**src/rtl/id_stage_pkg.sv**
```systemverilog
// Shared MIPS opcode/function encodings and field widths for the decode stage and ALU.
package id_stage_pkg;

  localparam int OP_W  = 6;
  localparam int REG_W = 5;
  localparam int FN_W  = 6;

  localparam logic [OP_W-1:0] OP_RTYPE = 6'b00_0000;
  localparam logic [OP_W-1:0] OP_ADDI  = 6'b00_1000;
  localparam logic [OP_W-1:0] OP_BEQ   = 6'b00_0100;
  localparam logic [OP_W-1:0] OP_BNE   = 6'b00_0101;
  localparam logic [OP_W-1:0] OP_SW    = 6'b10_1011;

  localparam logic [FN_W-1:0] FN_SLL   = 6'b00_0000;
  localparam logic [FN_W-1:0] FN_SRL   = 6'b00_0010;
  localparam logic [FN_W-1:0] FN_SRA   = 6'b00_0011;
  localparam logic [FN_W-1:0] FN_MULT  = 6'b01_1000;
  localparam logic [FN_W-1:0] FN_MULTU = 6'b01_1001;
  localparam logic [FN_W-1:0] FN_DIV   = 6'b01_1010;
  localparam logic [FN_W-1:0] FN_DIVU  = 6'b01_1011;
  localparam logic [FN_W-1:0] FN_ADD   = 6'b10_0000;

  // Shifts take the shifted value from rt, so the operand order is swapped.
  function automatic logic is_shift(input logic [FN_W-1:0] fn);
    return (fn == FN_SLL) || (fn == FN_SRL) || (fn == FN_SRA);
  endfunction

  function automatic logic is_muldiv(input logic [FN_W-1:0] fn);
    return (fn == FN_MULT) || (fn == FN_MULTU) || (fn == FN_DIV) || (fn == FN_DIVU);
  endfunction

  function automatic logic is_nodst_itype(input logic [OP_W-1:0] op);
    return (op == OP_BEQ) || (op == OP_BNE) || (op == OP_SW);
  endfunction

endpackage

```
**src/rtl/id_stage_gpr_file.sv**
```systemverilog
// General-purpose register file: two async read ports, one sync write port, R0 reads 0.
// Define BYPASS_EN for write-first reads of an index being written this cycle.
module gpr_file #(
  parameter int DW   = 32,
  parameter int NREG = 32,
  parameter int AW   = $clog2(NREG)
) (
  input  logic          clk,
  input  logic          rst,
  input  logic          we,
  input  logic [AW-1:0] waddr,
  input  logic [DW-1:0] wdata,
  input  logic [AW-1:0] raddr_a,
  input  logic [AW-1:0] raddr_b,
  output logic [DW-1:0] rdata_a,
  output logic [DW-1:0] rdata_b
);

  logic [DW-1:0] regs [NREG];

  always_ff @(posedge clk) begin
    if (rst) begin
      for (int i = 0; i < NREG; i++) regs[i] <= '0;
    end else if (we && (waddr != '0)) begin
      regs[waddr] <= wdata;
    end
  end

  always_comb begin
    rdata_a = regs[raddr_a];
    rdata_b = regs[raddr_b];
    if (raddr_a == '0) rdata_a = '0;
`ifdef BYPASS_EN
    else if (we && (waddr == raddr_a)) rdata_a = wdata;
`endif
    if (raddr_b == '0) rdata_b = '0;
`ifdef BYPASS_EN
    else if (we && (waddr == raddr_b)) rdata_b = wdata;
`endif
  end

endmodule

```
**src/rtl/id_stage.sv**
```systemverilog
// Decode/operand-fetch stage: decode mux, single-entry output register, valid/ready handshake.
// Define BYPASS_EN to forward writeback data into reads and into a stalled held entry.
module id_stage
  import id_stage_pkg::*;
#(
  parameter int DW   = 32,
  parameter int NREG = 32
) (
  input  logic                     clk,
  input  logic                     rst,
  input  logic                     in_valid,
  output logic                     in_ready,
  input  logic [31:0]              in_instr,
  input  logic                     wb_en,
  input  logic [$clog2(NREG)-1:0]  wb_addr,
  input  logic [DW-1:0]            wb_data,
  output logic                     out_valid,
  input  logic                     out_ready,
  output logic [31:0]              i_datain,
  output logic [DW-1:0]            gr1,
  output logic [DW-1:0]            gr2,
  output logic [$clog2(NREG)-1:0]  dst
);

  localparam int AW = $clog2(NREG);

  logic [OP_W-1:0]  op;
  logic [REG_W-1:0] rs, rt, rd;
  logic [FN_W-1:0]  fn;
  logic [AW-1:0]    sel_a, sel_b, dst_dec;
  logic [DW-1:0]    rd_a, rd_b;
  logic             accept;

  assign op = in_instr[31:26];
  assign rs = in_instr[25:21];
  assign rt = in_instr[20:16];
  assign rd = in_instr[15:11];
  assign fn = in_instr[5:0];

  assign in_ready = !out_valid || out_ready;
  assign accept   = in_valid && in_ready;

  always_comb begin
    sel_a   = AW'(rs);
    sel_b   = AW'(rt);
    dst_dec = AW'(rt);
    if (op == OP_RTYPE) begin
      dst_dec = AW'(rd);
      if (is_shift(fn)) begin
        sel_a = AW'(rt);
        sel_b = AW'(rs);
      end
      if (is_muldiv(fn)) dst_dec = '0;
    end else if (is_nodst_itype(op)) begin
      dst_dec = '0;
    end
  end

  gpr_file #(.DW(DW), .NREG(NREG), .AW(AW)) u_gpr (
    .clk     (clk),
    .rst     (rst),
    .we      (wb_en),
    .waddr   (wb_addr),
    .wdata   (wb_data),
    .raddr_a (sel_a),
    .raddr_b (sel_b),
    .rdata_a (rd_a),
    .rdata_b (rd_b)
  );

`ifdef BYPASS_EN
  // Source indices of the held entry, kept so a stalled entry can be refreshed.
  logic [AW-1:0] src_a, src_b;
`endif

  always_ff @(posedge clk) begin
    if (rst) begin
      out_valid <= 1'b0;
      i_datain  <= '0;
      gr1       <= '0;
      gr2       <= '0;
      dst       <= '0;
`ifdef BYPASS_EN
      src_a     <= '0;
      src_b     <= '0;
`endif
    end else if (accept) begin
      out_valid <= 1'b1;
      i_datain  <= in_instr;
      gr1       <= rd_a;
      gr2       <= rd_b;
      dst       <= dst_dec;
`ifdef BYPASS_EN
      src_a     <= sel_a;
      src_b     <= sel_b;
`endif
    end else if (out_ready) begin
      out_valid <= 1'b0;
`ifdef BYPASS_EN
    end else if (out_valid && wb_en && (wb_addr != '0)) begin
      if (wb_addr == src_a) gr1 <= wb_data;
      if (wb_addr == src_b) gr2 <= wb_data;
`endif
    end
  end

endmodule

```
**config.mk**
```make
export PLATFORM = sky130hd
export DESIGN_NAME = id_stage
export DESIGN_NICKNAME = d
export VERILOG_FILES = /design/src/rtl/id_stage_pkg.sv /design/src/rtl/id_stage_gpr_file.sv /design/src/rtl/id_stage.sv
export SDC_FILE = /design/constraint.sdc
export NUM_CORES = 2
export LEC_CHECK = 0
export ABC_CLOCK_PERIOD_IN_PS = 2300
export BUFFER_PORTS_ARGS = -buffer_cell sky130_fd_sc_hd__buf_2
export CAP_MARGIN = 10
export CORE_UTILIZATION = 55
export DETAILED_ROUTE_END_ITERATION = 10
export HOLD_SLACK_MARGIN = 0.08
export PLACE_DENSITY = 0.73
export REMOVE_ABC_BUFFERS = 1
export SYNTH_ARGS = -nofsm -noshare
export SYNTH_HDL_FRONTEND = slang
export SYNTH_SLANG_ARGS = --single-unit
```
**constraint.sdc**
```tcl
create_clock -name clk -period 2.3 [get_ports clk]
set_input_delay 0.23 -clock clk [delete_from_list [all_inputs] [get_ports clk]]
set_output_delay 0.23 -clock clk [all_outputs]
set_load 0.01 [all_outputs]
```
Yosys cells after proc, flatten, opt, wreduce, memory -nomap -nowiden. Memory sizes are Yosys's and may differ from the RTL's. Index checks and enable logic that the tools add are counted.

Equal/unequal tests: 9. Muxes and demuxes: 19. Reductions and logical operators: 18.

Operator list (number): $mux 32 (3); $mux 5 (8); $reduce_or 32->1 (1); $eq 6x5->1 const B (4); $eq 6x2->1 const B (2); $eq 6x3->1 const B (2); $logic_not 6->1 (2); $logic_not 5->1 (2); $logic_or 1x1->1 (8); $mux 1 (8); $eq 6x6->1 const B (1); $reduce_bool 5->1 (1); $logic_and 1x1->1 (2); $reduce_bool 2->1 (1); $logic_not 1->1 (1).

Register bits: 102. Memory bits (writable): 1024. Input port bits: 74. Memories kept: 1.

Memory list: u_gpr.regs (words 32, bits a word 32, rd ports 2, clocked after Yosys merged registers in 0, wr ports 32, RTL line id_stage_gpr_file.sv:19) `logic [DW-1:0] regs [NREG];`.

Longest topological paths before layout.
Depth after elaboration: 7. Gate-level depth with buffers: 12.

Modules after synthesis. Synthesis repeated with hierarchy kept, for this count alone.

Cell total of the unflattened synthesis: 3971. Area total of the unflattened synthesis: 57958.1 um2.

Modules (own cells, without submodules): gpr_file (instances 1, cells each 3502, area an instance 54232.0 um2, seq. area each 30749.5 um2); id_stage (instances 1, cells each 469, area an instance 3726.1 um2, seq. area each 2042.0 um2).

Worst setup path before layout. OpenSTA, ideal clock, no wires.

Kind: input to register. From: in in_instr[2]. To: reg gr2[28]. Setup time: 122 ps. Data arrival time: 2384 ps. Slack: -206 ps. Cell stages on the path: 11. Path buffers: 4. Path through: nor4_4 -> and4_1 -> buf_6 -> mux2i_1 -> buf_2 -> buf_2 -> buf_1 -> nand3_1 -> a21oi_1 -> nor4_1 -> a221o_1.

Word-level cells in the longest chain between the ends: 7.

RTL lines: start: declaration (RTL line id_stage.sv:13) `input logic [31:0] in_instr,`; $eq 6x2->1 / $logic_not 6->1 (equally long branches) (RTL line id_stage_pkg.sv:25) `return (fn == FN_SLL) || (fn == FN_SRL) || (fn == FN_SRA);`; $logic_or 1x1->1 (RTL line id_stage_pkg.sv:25); $logic_or 1x1->1 * (RTL line id_stage_pkg.sv:25); $mux 5 * (RTL line id_stage.sv:49) `if (is_shift(fn)) begin`; $mux 5 * (RTL line id_stage.sv:47) `if (op == OP_RTYPE) begin`; $mem_v2 32x32 / $logic_not 5->1 (equally long branches); $mux 32 * (RTL line id_stage_gpr_file.sv:36) `if (raddr_b == '0) rdata_b = '0;`; end signal: assignment (RTL line id_stage.sv:91) `gr2 <= rd_b;`; end: declaration (RTL line id_stage.sv:21) `output logic [DW-1:0] gr2,`.

Mark *: on every way between the ends. The rest lies on a longest branch, timed or not. A chain may end at the register's enable or synchronous reset.

Worst setup path after layout.
From: in in_instr[5]. To: reg gr2[5].

The elaborated chain is that of the path after synthesis.

==> run_results.csv <==
group,metric,value,unit
power,leakage,28.94,nW
cells_and_area,fin_nets,6868,
cells_and_area,area_growth,22.53,%
global_route,grt_use_met1,52.39,%
global_route,use_met3,13.31,%
critical_path,crit_required,2.89,ns
global_route,first_global_vias,51290,
power,swShare,26.54,%
power,clkPwrFrac,39.1,%
clocking,cts_tree,"yes",
timing,hold_viol,0,
clocking,numCtsBuffers,118,
synth,syn_area,59640,um2
timing,worst_pin_slew,0.7722,ns
hold_path,worstHoldStart,"rst",
floorplan,row_count,120,
floorplan,fp.dieH,331.3,um
place,globalplace.congestion,1.010,
synth,ys_ff_latch,1126,
synth,synth_edf_count,1024,
timing,period_minus_slack,2.392,ns
clocking,clock-sinks,1126,
timing,slew_violations,0,
critical_path,arrival,2.99,ns
detailed_routing,wirelength,237700,um
global_route,grt_pass1_wl,333800,um
global_route,busiest_layer,"met2",
hold_path,hold_class,"in2reg",
timing,fin_worst_skew,0.03396,ns
place,placement.io_buffers,176,
clocking,clk_latency,0.73,ns
timing,finalSetupViolations,17,
place,placed_cells,7963,
synth,synth_warnings,0,
cells_and_area,num-fill-cells,7770,
synth,ys_seq_area_share,54.99,%
critical_path,critPathLaunch,"in_instr[5]",
timing,timing.final.crit_share,104.0,%
floorplan,initial_core_util,55.55,%
place,hpwl,148600,um
critical_path,critical_path_class,"in2reg",
floorplan,die-area,109800,um2
synth,synth-main-ff-cell,"edfxtp_1",
clocking,htreeDepth,3,
power,p_comb_share,13.6,%
power,switchingPower,13.62,mW
timing,slew_headroom,48.35,%
global_route,antenna_found_initial,15,
cells_and_area,seq_area,32790,um2
synth,syn_inst,6313,
synth,synth-async-reset-ratio,0,%
flow_run,maxCapViolCount,0,
global_route,grt_use_total,41.26,%
floorplan,core_area,107400,um2
timing,tns,-0.7116,ns
synth,synth_area_leaders,"edfxtp_1 52%, nand2_1 11%, and2_1 10%",
detailed_routing,wire_per_inst,28.62,um
detailed_routing,vias,54750,
timing,timing.fmax,418.1,MHz
critical_path,cp-end-kind,"flop",
synth,post_synth.cell_area_avg,9.447,um2
synth,yosys.cell_types.count,61,
critical_path,start_kind,"input port",
power,internal_power,37.71,mW
power,ir_worst_vdd,622.8,uV
synth,netlist.area_leader.share,51.56,%
cells_and_area,layout-drive-gt1-share,18.62,%
detailed_routing,firstDrtPassIters,10,
clocking,clkSlewWorstSetupHoldPaths,0.06,ns
cells_and_area,final_cells,8305,
clocking,clockBufferDepth,3,
power,powerDensity,702.5,nW/um2
run_status,violations,"negative setup slack",
timing,finalWorstSetupSlack,-0.09180,ns
floorplan,pin_count,177,
power,seqPwrFrac,47.4,%
detailed_routing,antenna_left,0,
floorplan,die_x,331.3,um
detailed_routing,drt_iter0_drc,9426,
critical_path,reg2reg_from,"out_valid",
cells_and_area,final_common_cell,"nand2_1",
cells_and_area,multi_input_area,25600,um2
run_status,outcome,"complete, but fails checks",
synth,yosys.area.top_type,"edfxtp_1",
global_route,grt.met2_usage,61.81,%
detailed_routing,routed_via_density,6.592,
clocking,ctsRootBufferMaster,"clkbuf_16",
critical_path,critPathMaxFanout,8,
timing,rsz0062_at_grt,"true",
global_route,grt_max_degree,66,
detailed_routing,drc_errors,0,
global_route,overflow,0,
cells_and_area,layout_common_cells,"1794 x nand2_1, 1024 x edfxtp_1, 993 x and2_1",
place,dp_worst_setup_slack,-1.394,ns
-- flip-flops by register name (all words and copies together) (netlist names) --
| register | count |
|---|---|
| out_valid | 1 |
| u_gpr.regs | 1024 |
| dst | 5 |
| gr2 | 32 |
| gr1 | 32 |
| i_datain | 32 |
-- routing by layer --
metal  wire length, um  part of all wire [%]
met2            101400                    43
met1             80890                    34
met4             17240                   7.3
met5               103                 0.043
met3             38020                    16
-- stage by stage --
| stage | instance area, um2 | hold slack [ns] | utilization (%) | total power, mW |
|---|---|---|---|---|
| 5_1_grt | 73060 | 0.1321 | 68.05 | 52.38 |
| 3_5_place_dp | 66490 | 0.4446 | 61.93 | 30.78 |
| 2_1_floorplan | 57210 | 0.2991 | - | 27.72 |
| 6_report | 73070 | 0.1328 | 68.07 | 51.34 |
| 3_3_place_gp | 66460 | 0.4407 | 61.91 | 30.65 |
| 4_1_cts | 71480 | 0.1002 | 66.59 | 50.58 |
-- layout make-up --
class | count | share of cell area [%]
antenna | 6 | 0.02055
clock buffer | 167 | 4.599
clock inverter | 55 | 0.9024
inverter | 5 | 0.03082
multi-input combinational | 4633 | 35.03
sequential | 1126 | 44.88
tap | 1403 | 2.402
timing repair buffer | 910 | 12.14
-- power by group through the flow --
stage / logic, mW / clock network (mW) / registers, mW
floorplan: 3.28 / 0 / 24.4
global placement: 6.02 / 0 / 24.6
detailed placement: 6.14 / 0 / 24.6
CTS: 6.36 / 20.0 / 24.2
global route: 7.24 / 20.8 / 24.4
finish: 6.97 / 20.0 / 24.3
-- final timing paths --
path,end,slack [ns],cells past startpoint
setup reg to reg,gr2[1],0.01,10
hold / removal,u_gpr.regs[0][16],0.13,2
setup / recovery,gr2[5],-0.09,13
hold reg to reg,i_datain[19],0.45,2
-- kinds of logic (layout without fill, tap and decap cells) --
logic type / Yosys count / count (layout) / share of synthesized area (%)
AO/OA/AOI/OAI: 625 / 625 / 7.362
buffers and inverters: 585 / 1137 / 4.293
flip-flops: 1126 / 1126 / 54.99
multiplexers: 150 / 150 / 2.602
other: 1 / 38 / 0.006288
AND/OR/NAND/NOR: 3826 / 3826 / 30.75
-- synthesized netlist by cell type, drive strengths merged (2+ instances only) --
library cell and count:
clkbuf 356, a221o 39, a31oi 43, a221oi 4
nor4 61, o211ai 2, nand3 750, a211oi 5
a21o 3, nand2 1807, and2 993, and3 70
a311oi 47, nor3 8, edfxtp 1024, nor2 75
o21ai 54, a32oi 96, inv 5, a32o 23
buf 224, or2 31, nand4 9, a2111oi 31
dfxtp 102, nor2b 2, nand2b 4, mux2i 143
or3b 2, mux2 7, nand3b 8, a21oi 270
-- worst max-delay path: stages --
cell and delay, ns:
buf_2 0.12, nor4_4 0.31, and4_4 0.31, buf_12 0.15, mux2_8 0.46, buf_16 0.19, buf_6 0.14, nand2_1 0.06
nand3_1 0.10, a21oi_2 0.28, nor4_2 0.08, buf_4 0.19, a221o_1 0.33
-- repair_timing --
action / in CTS / in global routing
pin swaps: 6 / 26
gates resized for setup: 54 / 180
buffers inserted: 8 / 42
gates cloned: 4 / 18
endpoints found under the setup margin: 34 / 59
endpoints found under the hold margin: 38 / 0
hold buffers: 46 / 0
No activity file was read; power rests on OpenSTA's default activity.
